<file path="config.mk">
export PLATFORM = sky130hd
export DESIGN_NAME = mfd_trans_seg_flat
export DESIGN_NICKNAME = d
export VERILOG_FILES = /design/src/rtl/mfd_trans_seg_if.sv /design/src/rtl/mfd_trans_seg.sv /design/src/flat_wrapper.sv
export SDC_FILE = /design/constraint.sdc
export NUM_CORES = 1
export LEC_CHECK = 0
export BUFFER_PORTS_ARGS = -buffer_cell sky130_fd_sc_hd__clkbuf_2
export CAP_MARGIN = 30
export CORE_ASPECT_RATIO = 0.9
export CORE_MARGIN = 2
export CORE_UTILIZATION = 56
export CTS_CLUSTER_SIZE = 14
export DETAILED_ROUTE_END_ITERATION = 8
export GPL_TIMING_DRIVEN = 0
export PLACE_DENSITY_LB_ADDON = 0.2
export SLEW_MARGIN = 5
export SYNTH_ARGS = -nofsm -noshare
export SYNTH_HDL_FRONTEND = slang
export SYNTH_SLANG_ARGS = --single-unit
</file>
<file path="constraint.sdc">
create_clock -name clk -period 7.2 [get_ports clk]
set_clock_uncertainty 0.2 [all_clocks]
set_input_delay 0.72 -clock clk [delete_from_list [all_inputs] [get_ports clk]]
set_output_delay 0.72 -clock clk [all_outputs]
set_load 0.03 [all_outputs]
</file>
<file path="src/rtl/mfd_trans_seg_if.sv">
// Request/segment bus between the host request source, mfd_trans_seg and mfd_trans.
// master = environment side (drives requests, consumes segments); slave = segmenter.
interface mfd_trans_seg_if #(
  parameter int LBA_W = 48,
  parameter int CNT_W = 16,
  parameter int TAG_W = 8
);
  logic             req_valid;
  logic             req_ready;
  logic [LBA_W-1:0] req_lba;
  logic [CNT_W-1:0] req_cnt;
  logic [TAG_W-1:0] req_tag;
  logic             seg_valid;
  logic             seg_ready;
  logic [LBA_W-1:0] seg_lba;
  logic [CNT_W-1:0] seg_cnt;
  logic [TAG_W-1:0] seg_tag;
  logic             seg_last;
  logic             err_zero;

  modport master (
    output req_valid, req_lba, req_cnt, req_tag, seg_ready,
    input  req_ready, seg_valid, seg_lba, seg_cnt, seg_tag, seg_last, err_zero
  );

  modport slave (
    input  req_valid, req_lba, req_cnt, req_tag, seg_ready,
    output req_ready, seg_valid, seg_lba, seg_cnt, seg_tag, seg_last, err_zero
  );
endinterface

</file>
<file path="src/rtl/mfd_trans_seg.sv">
// Splits one host transfer request into MAX_SEG-bounded, boundary-aligned segments for mfd_trans.
// Optional statistics counters are enabled with the MFD_TRANS_SEG_STATS_EN macro.
module mfd_trans_seg #(
  parameter int LBA_W    = 48,
  parameter int CNT_W    = 16,
  parameter int TAG_W    = 8,
  parameter int MAX_SEG  = 64,
  parameter int BND_LOG2 = 6
) (
  input  logic                clk,
  input  logic                rst,
`ifdef MFD_TRANS_SEG_STATS_EN
  input  logic                stat_clr,
  output logic [31:0]         stat_req_cnt,
  output logic [31:0]         stat_seg_cnt,
`endif
  mfd_trans_seg_if.slave      bus
);

  localparam logic [CNT_W:0] BND_SZ = (CNT_W+1)'(1) << BND_LOG2;
  localparam logic [CNT_W:0] MAX_L  = (CNT_W+1)'(MAX_SEG);

  typedef enum logic {S_IDLE, S_SEG} state_t;

  state_t           r_state;
  logic [LBA_W-1:0] r_cur_lba;
  logic [CNT_W-1:0] r_rem;
  logic [TAG_W-1:0] r_tag;
  logic             r_req_ready;
  logic             r_seg_valid;
  logic [CNT_W-1:0] r_seg_cnt;
  logic             r_seg_last;
  logic             r_err_zero;

  logic [LBA_W-1:0] w_nxt_lba;
  logic [CNT_W-1:0] w_nxt_rem;
  logic [LBA_W-1:0] w_len_lba;
  logic [CNT_W-1:0] w_len_rem;
  logic [CNT_W-1:0] w_len;
  logic             w_acc_nz;
  logic             w_seg_hs;

  // len = min(rem, MAX_SEG, distance to next aligned boundary), held in CNT_W+1 bits
  function automatic logic [CNT_W-1:0] seg_len(input logic [BND_LOG2-1:0] lba_lo,
                                               input logic [CNT_W-1:0]    rem);
    logic [CNT_W:0] to_bnd;
    logic [CNT_W:0] len;
    to_bnd = BND_SZ - {{(CNT_W+1-BND_LOG2){1'b0}}, lba_lo};
    len    = {1'b0, rem};
    if (MAX_L < len)  len = MAX_L;
    if (to_bnd < len) len = to_bnd;
    return len[CNT_W-1:0];
  endfunction

  function automatic logic [31:0] sat_inc(input logic [31:0] v);
    return (v == 32'hFFFF_FFFF) ? v : v + 32'd1;
  endfunction

  // One length calculator serves both the first segment (from the request) and the following ones
  assign w_nxt_lba = r_cur_lba + {{(LBA_W-CNT_W){1'b0}}, r_seg_cnt};
  assign w_nxt_rem = r_rem - r_seg_cnt;
  assign w_len_lba = (r_state == S_IDLE) ? bus.req_lba : w_nxt_lba;
  assign w_len_rem = (r_state == S_IDLE) ? bus.req_cnt : w_nxt_rem;
  assign w_len     = seg_len(w_len_lba[BND_LOG2-1:0], w_len_rem);

  assign w_acc_nz  = (r_state == S_IDLE) && bus.req_valid && (bus.req_cnt != '0);
  assign w_seg_hs  = r_seg_valid && bus.seg_ready;

  always_ff @(posedge clk) begin
    if (rst) begin
      r_state     <= S_IDLE;
      r_cur_lba   <= '0;
      r_rem       <= '0;
      r_tag       <= '0;
      r_req_ready <= 1'b1;
      r_seg_valid <= 1'b0;
      r_seg_cnt   <= '0;
      r_seg_last  <= 1'b0;
      r_err_zero  <= 1'b0;
    end else begin
      r_err_zero <= 1'b0;
      case (r_state)
        S_IDLE: begin
          if (bus.req_valid) begin
            r_cur_lba <= bus.req_lba;
            r_rem     <= bus.req_cnt;
            r_tag     <= bus.req_tag;
            if (bus.req_cnt == '0) begin
              r_err_zero <= 1'b1;
            end else begin
              r_state     <= S_SEG;
              r_req_ready <= 1'b0;
              r_seg_valid <= 1'b1;
              r_seg_cnt   <= w_len;
              r_seg_last  <= (bus.req_cnt == w_len);
            end
          end
        end
        S_SEG: begin
          if (bus.seg_ready) begin
            if (r_seg_last) begin
              r_state     <= S_IDLE;
              r_req_ready <= 1'b1;
              r_seg_valid <= 1'b0;
            end else begin
              r_cur_lba  <= w_nxt_lba;
              r_rem      <= w_nxt_rem;
              r_seg_cnt  <= w_len;
              r_seg_last <= (w_nxt_rem == w_len);
            end
          end
        end
        default: r_state <= S_IDLE;
      endcase
    end
  end

  assign bus.req_ready = r_req_ready;
  assign bus.seg_valid = r_seg_valid;
  assign bus.seg_lba   = r_cur_lba;
  assign bus.seg_cnt   = r_seg_cnt;
  assign bus.seg_tag   = r_tag;
  assign bus.seg_last  = r_seg_last;
  assign bus.err_zero  = r_err_zero;

`ifdef MFD_TRANS_SEG_STATS_EN
  logic [31:0] r_stat_req;
  logic [31:0] r_stat_seg;

  // Clear takes priority over a same-cycle increment
  always_ff @(posedge clk) begin
    if (rst || stat_clr) begin
      r_stat_req <= '0;
      r_stat_seg <= '0;
    end else begin
      if (w_acc_nz) r_stat_req <= sat_inc(r_stat_req);
      if (w_seg_hs) r_stat_seg <= sat_inc(r_stat_seg);
    end
  end

  assign stat_req_cnt = r_stat_req;
  assign stat_seg_cnt = r_stat_seg;
`else
  logic w_unused_stats;
  assign w_unused_stats = w_acc_nz ^ w_seg_hs ^ (|sat_inc(32'd0));
`endif

endmodule

</file>
<file path="src/flat_wrapper.sv">
// flat-port wrapper written by rule: the top's interface ports become plain ports
module mfd_trans_seg_flat 
#(
  parameter int LBA_W    = 48,
  parameter int CNT_W    = 16,
  parameter int TAG_W    = 8,
  parameter int MAX_SEG  = 64,
  parameter int BND_LOG2 = 6
)
  (clk, rst, bus_req_valid, bus_req_lba, bus_req_cnt, bus_req_tag, bus_seg_ready, bus_req_ready, bus_seg_valid, bus_seg_lba, bus_seg_cnt, bus_seg_tag, bus_seg_last, bus_err_zero);
  mfd_trans_seg_if #(.LBA_W(LBA_W), .CNT_W(CNT_W), .TAG_W(TAG_W)) bus_i ();
  input  logic clk;
  input  logic rst;
  input wire logic [$bits(bus_i.req_valid)-1:0] bus_req_valid;
  input wire logic [$bits(bus_i.req_lba)-1:0] bus_req_lba;
  input wire logic [$bits(bus_i.req_cnt)-1:0] bus_req_cnt;
  input wire logic [$bits(bus_i.req_tag)-1:0] bus_req_tag;
  input wire logic [$bits(bus_i.seg_ready)-1:0] bus_seg_ready;
  output wire logic [$bits(bus_i.req_ready)-1:0] bus_req_ready;
  output wire logic [$bits(bus_i.seg_valid)-1:0] bus_seg_valid;
  output wire logic [$bits(bus_i.seg_lba)-1:0] bus_seg_lba;
  output wire logic [$bits(bus_i.seg_cnt)-1:0] bus_seg_cnt;
  output wire logic [$bits(bus_i.seg_tag)-1:0] bus_seg_tag;
  output wire logic [$bits(bus_i.seg_last)-1:0] bus_seg_last;
  output wire logic [$bits(bus_i.err_zero)-1:0] bus_err_zero;
  assign bus_i.req_valid = bus_req_valid;
  assign bus_i.req_lba = bus_req_lba;
  assign bus_i.req_cnt = bus_req_cnt;
  assign bus_i.req_tag = bus_req_tag;
  assign bus_i.seg_ready = bus_seg_ready;
  assign bus_req_ready = bus_i.req_ready;
  assign bus_seg_valid = bus_i.seg_valid;
  assign bus_seg_lba = bus_i.seg_lba;
  assign bus_seg_cnt = bus_i.seg_cnt;
  assign bus_seg_tag = bus_i.seg_tag;
  assign bus_seg_last = bus_i.seg_last;
  assign bus_err_zero = bus_i.err_zero;
  mfd_trans_seg #(.LBA_W(LBA_W), .CNT_W(CNT_W), .TAG_W(TAG_W), .MAX_SEG(MAX_SEG), .BND_LOG2(BND_LOG2)) u_core (.clk(clk), .rst(rst), .bus(bus_i));
endmodule
</file>
==> flow_summary_export.csv <==
group,metric,value,unit
outcome,status,"finished, final reports clean",
worst_setup_path,crit_type,"register to register",
yosys,yosysUniqueCellTypes,85,
clock_network,clk_path_buf_depth,2,
layout,final_core_util,0.677,
global_routing,overflow,0,
clock_network,cts_sinks,93,
sta,fin_crit,6.76,ns
yosys,synth_warnings,0,
layout,layout_common_cells,"clkbuf_2, nand2_1, nor2_1, dfxtp_1, a21oi_1",
sta,rsz0062_at_grt,"no",
sta,hold_violations,0,
power_and_ir_drop,p_comb_frac,0.402,
sta,worst_slew_pin_slew,0.829,ns
detailed_routing,final_antenna_net_count,0,
worst_setup_path,crit_top_cell,"o21ai_0",
worst_setup_path,critPathCaptureType,"register",
job,maxCapViolations,0,
floorplanning,io_pins,152,
detailed_routing,dr_total_vias,7913,
power_and_ir_drop,finalPower,0.00190,W
worst_setup_path,start_kind,"register",
clock_network,cts_setup_buffers,0,
global_routing,grt_pass1_vias,7272,
worst_setup_path,arrival,6.82,ns
yosys,synth.avg_cell_area,7.61,um2
yosys,mappedNetlistArea,6870,um2
layout,nFillCells,1116,
power_and_ir_drop,power_density,234,nW/um2
power_and_ir_drop,clock_power_share,0.279,
worst_setup_path,crit_family,"simple AND/OR/NAND/NOR gates",
min_path,hold_path.class,"register to register",
sta,slew_headroom,0.440,
global_routing,grt_use_total,0.376,
sta,fin_setup_tns,0,ns
power_and_ir_drop,cellLeakagePower,3.54,nW
placement,place_ws,0.626,ns
clock_network,clk_latency,0.36,ns
worst_setup_path,cp.required,7.27,ns
floorplanning,rows,38,
detailed_routing,drcViolationCount,0,
placement,gp_congestion,0.978,
detailed_routing,routed_wirelength,24600,um
sta,report.final.setup_viol,0,
floorplanning,die-area,13200,um2
floorplanning,start_util,0.571,
yosys,ys_ff_latch,93,
sta,post-route-period-util,0.938,
clock_network,cts_hold_buf,0,
worst_setup_path,slowest_delay,0.54,ns
power_and_ir_drop,p_sw,0.000757,W
global_routing,grt_antenna_before_repair,0,
worst_setup_path,path_max_fanout,10,
floorplanning,core,12000,um2
global_routing,grt_max_degree,16,
yosys,synthCells,902,
clock_network,cts-htree-levels,3,
yosys,yosys_most_used_dff,"dfxtp_1",
worst_setup_path,slowest_stage,"fa_1",
power_and_ir_drop,power.internal,0.00115,W
sta,setup_slack,0.444,ns
yosys,synth-async-reset-ratio,0,
yosys,synth-edff-count,0,
clock_network,clkTransAtPathRegs,0.07,ns
sta,fmax,0.148,GHz
layout,nNetsFinal,1181,
global_routing,grt_pass1_wl,38500,um
power_and_ir_drop,p_seq_frac,0.320,
power_and_ir_drop,vdd_drop_max,0.000146,V
layout,syn_to_final_growth,18.7,%
detailed_routing,firstDrtPassIters,6,
layout,final_common_cell,"clkbuf_2",
clock_network,cts_root_buffer,"clkbuf_16",
worst_setup_path,crit_buf_inv,4,
placement,portBuffers,150,
detailed_routing,routedWlPerCell,20.0,um
clock_network,post_cts_resized,0,
clock_network,cts_tree,"done",
detailed_routing,viasPerCell,6.44,
yosys,seq_area_frac_synth,0.271,
clock_network,numCtsBuffers,9,
layout,diodes,0,
layout,final_layout_size_suffix_gt1_frac,0.192,
power_and_ir_drop,swShare,0.398,
detailed_routing,drt_iter0_drc,1050,
yosys,syn_nets,1019,
sta,drv_slew,0,
placement,dp_hpwl,18900,um
floorplanning,die_w,121,um
floorplanning,die_h,109,um
==> cell type report <==
class,count,area [um2],area share
Sequential cell,93,1860,0.229
Buffer,48,224,0.0275
Clock inverter,6,86.3,0.0106
Inverter,35,131,0.0161
Clock buffer,10,239,0.0293
Tap cell,160,200,0.0246
Multi-Input combinational cell,726,4650,0.571
Timing Repair Buffer,151,756,0.0928
==> path summary, 6_finish.rpt <==
| kind | slack (ns) | startpoint | cells after the start | to |
|---|---|---|---|---|
| hold reg to reg | 0.26 | u_core.r_rem[0]$_SDFFE_PP0P_ | 2 | u_core.r_rem[0]$_SDFFE_PP0P_ |
| setup / recovery | 0.44 | u_core.bus.seg_cnt[0]$_SDFFE_PP0P_ | 25 | u_core.bus.seg_last$_SDFFE_PP0P_ |
| setup reg to reg | 0.44 | u_core.bus.seg_cnt[0]$_SDFFE_PP0P_ | 25 | u_core.bus.seg_last$_SDFFE_PP0P_ |
| hold / removal | 0.26 | u_core.r_rem[0]$_SDFFE_PP0P_ | 2 | u_core.r_rem[0]$_SDFFE_PP0P_ |
==> Yosys cell counts (18+ instances only) <==
library cell   n  share of area
nand2_1       96          0.052
dfxtp_1       93           0.27
nor2_1        93          0.051
a21oi_1       71          0.052
o21ai_0       49          0.036
ha_1          39          0.071
nor3_1        36          0.026
clkbuf_1      35          0.019
a211oi_1      34          0.037
inv_1         34          0.019
nand3_1       31          0.023
and3_1        20          0.018
a21o_1        19          0.021
mux2i_1       18          0.026
==> worst reg2reg max path, stage by stage, from the launching register on <==
cell,delay [ns]
dfxtp_1,0.44
ha_1,0.18
inv_1,0.05
fa_1,0.54
nand2_1,0.11
o21ai_0,0.26
or3_1,0.44
o41a_1,0.50
nor4_4,0.20
and4_1,0.24
buf_6,0.13
buf_8,0.13
nand2_1,0.08
ha_1,0.31
a21o_1,0.16
a21oi_1,0.13
o21ai_0,0.09
o211ai_1,0.23
and2_1,0.20
clkbuf_1,0.32
o21ai_0,0.15
a221o_1,0.33
nor3_1,0.19
or4b_4,0.51
or3_1,0.36
a221oi_2,0.21
==> sequential cells by signal, summed over array words and instances, names as in the netlist <==
signal,flops
u_core.bus.seg_cnt,16
u_core.bus.req_ready,1
u_core.r_state,1
u_core.bus.err_zero,1
u_core.bus.seg_last,1
u_core.bus.seg_tag,8
u_core.bus.seg_valid,1
u_core.bus.seg_lba,48
u_core.r_rem,16
==> metal layers <==
layer | routed length, um | track usage | vias up
li1 | - | - | 3669
met1 | 10500 | 0.508 | 3685
met2 | 10700 | 0.566 | 489
met3 | 2810 | 0.117 | 70
met4 | 668 | 0.135 | 0
met5 | 0 | 0 | -
==> logic make-up (layout without fill, tap and decap cells) <==
group                      Yosys count  count (layout)  share of synthesized area
and+or+nand+nor                    337             337                      0.236
DFF                                 93              93                      0.271
muxes                               22              22                     0.0332
adders and majority gates           41              41                     0.0769
buffers and inverters               83             250                     0.0517
xor gates and xnor gates            31              31                     0.0406
AOI/OAI and AO/OA                  295             295                      0.291
==> power groups by stage <==
| stage | sequential (W) | combinational, W | clock, W |
|---|---|---|---|
| floorplan | 0.000670 | 0.000474 | 0 |
| global placement | 0.000617 | 0.000737 | 0 |
| detailed placement | 0.000617 | 0.000740 | 0 |
| CTS | 0.000606 | 0.000748 | 0.000526 |
| global route | 0.000613 | 0.000833 | 0.000548 |
| finish | 0.000609 | 0.000764 | 0.000531 |
==> per-stage QoR <==
stage / std cells / hold WS [ns] / cell area [um2]
2_1_floorplan: 902 / 0.232 / 6870
3_3_place_gp: 1212 / 0.241 / 7820
3_5_place_dp: 1213 / 0.246 / 7820
4_1_cts: 1229 / 0.255 / 8150
5_1_grt: 1229 / 0.282 / 8150
6_report: 1229 / 0.256 / 8150
Note: power is estimated with default switching activity, not from simulation.
